<file path="src/rtl/barret_reduce_pipe.sv">
`default_nettype none
// +----------------------------------------------------------------------------+
// | Module      : barret_reduce_pipe                                           |
// | Description : 3-stage pipelined Barrett reducer, r = a mod Q, with         |
// |               valid/ready streaming handshake and a sideband tag.          |
// | Revision    : 1.0 - initial release                                        |
// +----------------------------------------------------------------------------+
module barret_reduce_pipe #(
    parameter int unsigned Q  = 2447,
    parameter int unsigned QW = 12,
    parameter int unsigned IW = 2*QW-1,
    parameter int unsigned TW = 4
) (
    input  logic          clk,
    input  logic          rst_n,
    input  logic          din_valid,
    output logic          din_ready,
    input  logic [IW-1:0] din_a,
    input  logic [TW-1:0] din_tag,
    output logic          dout_valid,
    input  logic          dout_ready,
    output logic [QW-1:0] dout_r,
    output logic [TW-1:0] dout_tag
);

    localparam int unsigned c_K   = 2*QW;
    localparam int unsigned c_MW  = c_K - QW + 1;
    localparam int unsigned c_PW  = IW + c_MW;
    localparam int unsigned c_QTW = c_PW - c_K;
    localparam int unsigned c_RW  = QW + 2;

    localparam logic [c_K:0]      c_POW = {1'b1, {c_K{1'b0}}};
    localparam logic [c_K:0]      c_QX  = (c_K+1)'(Q);
    localparam logic [c_MW-1:0]   c_M   = c_MW'(c_POW / c_QX);
    localparam logic [IW-1:0]     c_QI  = IW'(Q);
    localparam logic [c_RW-1:0]   c_QR  = c_RW'(Q);

    logic             r_s1_valid;
    logic [c_PW-1:0]  r_s1_p;
    logic [IW-1:0]    r_s1_a;
    logic [TW-1:0]    r_s1_tag;

    logic             r_s2_valid;
    logic [c_RW-1:0]  r_s2_r0;
    logic [TW-1:0]    r_s2_tag;

    logic             r_out_valid;
    logic [QW-1:0]    r_out_r;
    logic [TW-1:0]    r_out_tag;

    logic             w_stall;
    logic [c_PW-1:0]  w_p;
    logic [c_QTW-1:0] w_q;
    logic [IW-1:0]    w_qq;
    logic [c_RW-1:0]  w_r0;
    logic [c_RW-1:0]  w_r1;
    logic [c_RW-1:0]  w_r2;

    // A full output register with no taker freezes the whole pipe.
    assign w_stall   = r_out_valid & ~dout_ready;
    assign din_ready = ~w_stall | ~rst_n;

    assign w_p  = c_PW'(din_a) * c_PW'(c_M);
    assign w_q  = c_QTW'(r_s1_p >> c_K);
    assign w_qq = IW'(w_q) * c_QI;
    // The quotient estimate undershoots by at most 2, so r0 < 3Q fits c_RW bits.
    assign w_r0 = c_RW'(r_s1_a - w_qq);

    assign w_r1 = (r_s2_r0 >= c_QR) ? (r_s2_r0 - c_QR) : r_s2_r0;
    assign w_r2 = (w_r1 >= c_QR) ? (w_r1 - c_QR) : w_r1;

    always_ff @(posedge clk) begin
        if (!rst_n) begin
            r_s1_valid  <= 1'b0;
            r_s1_p      <= '0;
            r_s1_a      <= '0;
            r_s1_tag    <= '0;
            r_s2_valid  <= 1'b0;
            r_s2_r0     <= '0;
            r_s2_tag    <= '0;
            r_out_valid <= 1'b0;
            r_out_r     <= '0;
            r_out_tag   <= '0;
        end else if (!w_stall) begin
            r_s1_valid  <= din_valid;
            r_s1_p      <= w_p;
            r_s1_a      <= din_a;
            r_s1_tag    <= din_tag;
            r_s2_valid  <= r_s1_valid;
            r_s2_r0     <= w_r0;
            r_s2_tag    <= r_s1_tag;
            r_out_valid <= r_s2_valid;
            r_out_r     <= QW'(w_r2);
            r_out_tag   <= r_s2_tag;
        end
    end

    assign dout_valid = r_out_valid;
    assign dout_r     = r_out_r;
    assign dout_tag   = r_out_tag;

endmodule
`default_nettype wire

</file>
<file path="config.mk">
export PLATFORM = sky130hd
export DESIGN_NAME = barret_reduce_pipe
export DESIGN_NICKNAME = d
export VERILOG_FILES = /design/src/rtl/barret_reduce_pipe.sv
export SDC_FILE = /design/constraint.sdc
export NUM_CORES = 1
export LEC_CHECK = 0
export CORE_MARGIN = 1
export CORE_UTILIZATION = 63
export DETAILED_ROUTE_END_ITERATION = 10
export PLACE_DENSITY = 0.83
export SYNTH_ARGS = -nofsm -noshare
export SYNTH_HDL_FRONTEND = slang
export SYNTH_SLANG_ARGS = --single-unit
</file>
<file path="constraint.sdc">
create_clock -name clk -period 5.4 [get_ports clk]
set_input_delay 0.54 -clock clk [delete_from_list [all_inputs] [get_ports clk]]
set_output_delay 0.54 -clock clk [all_outputs]
set_load 0.05 [all_outputs]
</file>
==> metrics.md <==
| Metric | Value |
|---|---|
| R2r endpoint | `r_s2_r0[13]$_SDFFE_PN0N_` |
| # setup viols final | `0` |
| Syn avg cell area | `between 9 and 10 µm²` |
| Fin crit period | `roughly 5200 ps` |
| Startpoint types | `input pin` |
| WL final | `~21000 µm` |
| Worst-case clock buffer depth | `2` |
| Fmax | `192 MHz` |
| Area Growth Syn to Fin | `13.3%` |
| Cts hold-fix bufs | `0` |
| HPWL Detailed | `around 17000 µm` |
| Core Region | `roughly 0.015 mm²` |
| Worst skew pair latency | `between 300 and 400 ps` |
| Port bufs | `48` |
| YS warnings | `0` |
| Rel. slew slack | `47.1%` |
| DRT antenna net count | `0` |
| Final worst-path cycle share | `between 90% and 100%` |
| CP Max Fanout | `3` |
| Crit path from | `din_a[8]` |
| Placer Congestion | `around 0.91` |
| Chip width | `around 130 µm` |
| Most frequent cells in the layout | `inv_1 (210), ha_1 (183), fa_1 (114), nand2_1 (106), dfxtp_1 (67)` |
| N_diodes | `0` |
| Synth cell types | `73` |
| Status | `complete, no violations` |
| Initial Util | `64.2%` |
| Synth Area in Adders | `47.0%` |
| Initial antenna violation count | `0` |
| First-pass GRT wire length | `35200 µm` |
| Number of CTS-inserted buffers | `9` |
| Ys flop type | `dfxtp_1` |
| Compound-Gate Fraction of Synth Area | `14.3%` |
| Tightest Pin Transition | `between 700 and 800 ps` |
| RSZ-0062 raised after global routing | `false` |
| CTS tree | `done` |
| Die ar. | `approximately 0.016 mm²` |
| DR DRC count | `0` |
| Asr flop ratio synth | `0%` |
| GR Overflow Total | `0` |
| Xor and xnor fraction of the mapped netlist area | `~4.6%` |
| Worst min path class | `register to register` |
| Largest family of logic cells by synthesized area | `adder cells` |
| Fin. Hold Viols | `0` |
| Mux share of post-synthesis cell area | `less than 1%` |
| Post-synthesis sequential area ratio | `13.8%` |
| Crit path to | `r_s1_p[34]$_SDFFE_PN0N_` |
| Nets | `about 1500` |
| Vias | `~7400` |
| Final hold slack | `between 400 and 500 ps` |
| Worst EP required | `5630 ps` |
| CP arrival | `between 5000 and 6000 ps` |
| Number of synthesized register bits | `67` |
| CTS root buffer | `clkbuf_16` |
| Total clock sinks | `67` |
| Share of cells above drive strength 1 | `7.72%` |
| Via density | `between 5 and 6` |
| Net Count, Synth | `around 1400` |
| PostCTS Resize Cnt | `0` |
| Cells after synthesis | `1061` |
| First-iteration detailed-routing DRC count | `around 470` |
| Post-synth EDFFs | `0` |
| Fill cells | `about 1100` |
| Max_cap viols | `0` |
| Drt pass-1 iters | `5` |
| CTS clk-pin slew, worst paths | `60 ps` |
| CP Capture Type | `register` |
| Largest net degree at the start of global routing | `56` |
| Worst R2R Setup Slack | `700 ps` |
| FP Rows | `45` |
| # IOs | `49` |
| Die Y | `approximately 130 µm` |
| R2r worst-path depth | `17` |
| Kind of critical path | `input pin to register` |
| Commonest non-fill, non-tap cell in the layout | `inv_1` |
| Mapped cell area | `0.00972 mm²` |
| CTS H-tree lvls | `3` |
| Wire per inst | `~16 µm` |
| Worst r2r src | `r_s1_p[28]$_SDFFE_PN0N_` |
| Clock skew | `6.93 ps` |
| Total GRT Usage | `between 20 and 30%` |
| Max-slew violations | `0` |
| Post-CTS Setup Bufs | `0` |
| Simple-Gate Fraction of Synth Area | `roughly 10%` |
| Vias in the first global route | `about 7500` |
kinds of logic after synthesis:
logic type	Yosys count
AOI/OAI and AO/OA	190
DFF	67
buffers and inverters	245
muxes	2
and+or+nand+nor	209
adders and majority gates	297
xor gates and xnor gates	51
final cells by class:
type	count	area (µm²)	share of cell area (%)
repair buffers	97	863	7.84
well taps	188	235	2.14
clock buffers	12	256	2.33
flip-flops and latches	67	1340	12.2
multi-input cells	749	7450	67.7
inverters	211	792	7.19
clock inverters	4	72.6	0.659
Yosys cell counts, types with 3 or more instances:
cell | n | area [µm²]
nor3_1 | 12 | 60.1
nand2_1 | 106 | 398
a31oi_1 | 6 | 37.5
ha_1 | 183 | 2290
nand2b_1 | 6 | 37.5
fa_1 | 114 | 2280
clkbuf_1 | 18 | 67.6
a21boi_0 | 29 | 218
xor2_1 | 12 | 105
nor4_1 | 3 | 18.8
o22ai_1 | 9 | 56.3
o21a_1 | 6 | 45.0
nor2_1 | 24 | 90.1
a211oi_1 | 12 | 90.1
a21o_1 | 17 | 128
inv_1 | 210 | 788
buf_2 | 8 | 40.0
nand3b_1 | 4 | 30.0
o21ai_1 | 3 | 15.0
xnor2_1 | 39 | 342
and3_1 | 8 | 50.1
o21ai_0 | 28 | 140
nand3_1 | 15 | 75.1
and2_1 | 8 | 50.1
buf_1 | 3 | 11.3
dfxtp_1 | 67 | 1340
o211ai_1 | 7 | 52.6
a21oi_1 | 25 | 125
buf_6 | 3 | 33.8
o211a_1 | 8 | 80.1
o31ai_1 | 7 | 52.6
nand4_1 | 6 | 37.5
nor2b_1 | 3 | 18.8
worst max-delay path, stage by stage:
cell,delay (ps)
clkdlybuf4s50_1,460
buf_4,170
ha_1,310
fa_1,480
fa_1,460
fa_1,510
inv_1,50
fa_1,490
inv_1,40
ha_1,280
and3_1,190
nand3_1,130
a2111o_1,360
a31oi_2,210
a21o_1,200
a211oi_2,80
buf_4,150
mux2i_1,110
a31o_2,210
registers in the layout, indices dropped and copies added (netlist names):
name,count
dout_valid,1
r_s2_valid,1
r_s1_p,12
r_s1_valid,1
r_s1_a,14
dout_tag,4
dout_r,12
r_s2_r0,14
r_s2_tag,4
r_s1_tag,4
how the worst min path moves through the flow:
stage / from / endpoint / slack, ps / depth (start not counted)
after global placement: dout_r[9]$_SDFFE_PN0N_ / dout_r[9]$_SDFFE_PN0N_ / 430 / 2
after CTS: dout_r[6]$_SDFFE_PN0N_ / dout_r[6]$_SDFFE_PN0N_ / 450 / 2
final: dout_r[6]$_SDFFE_PN0N_ / dout_r[6]$_SDFFE_PN0N_ / 440 / 2
after detailed placement: dout_r[8]$_SDFFE_PN0N_ / dout_r[8]$_SDFFE_PN0N_ / 440 / 2
after floorplan: r_s2_valid$_SDFFE_PN0N_ / dout_valid$_SDFFE_PN0N_ / 440 / 1
after global routing: dout_r[8]$_SDFFE_PN0N_ / dout_r[8]$_SDFFE_PN0N_ / 470 / 2
metrics by stage:
step | std cells | worst slack [ps] | TNS (ps) | area, µm² | util, %
after floorplan | 1061 | 407 | 0 | 9720 | -
after global placement | 1312 | -130 | -651 | 10600 | 70.3
after detailed placement | 1312 | -310 | -2260 | 10600 | 70.3
after CTS | 1328 | 74.1 | 0 | 11000 | 72.5
after global routing | 1328 | 2.57 | 0 | 11000 | 72.7
final | 1328 | 198 | 0 | 11000 | 72.7
per-layer routing:
| layer | GRT usage (%) | wire length [µm] |
|---|---|---|
| met4 | 9.00 | 529 |
| met3 | 4.12 | 885 |
| met5 | 0 | 0 |
| met2 | 50.9 | 10800 |
| met1 | 33.5 | 8580 |
Power is not shown: default switching activity piles up to over one toggle a cycle in this logic, so the estimate is an artifact.
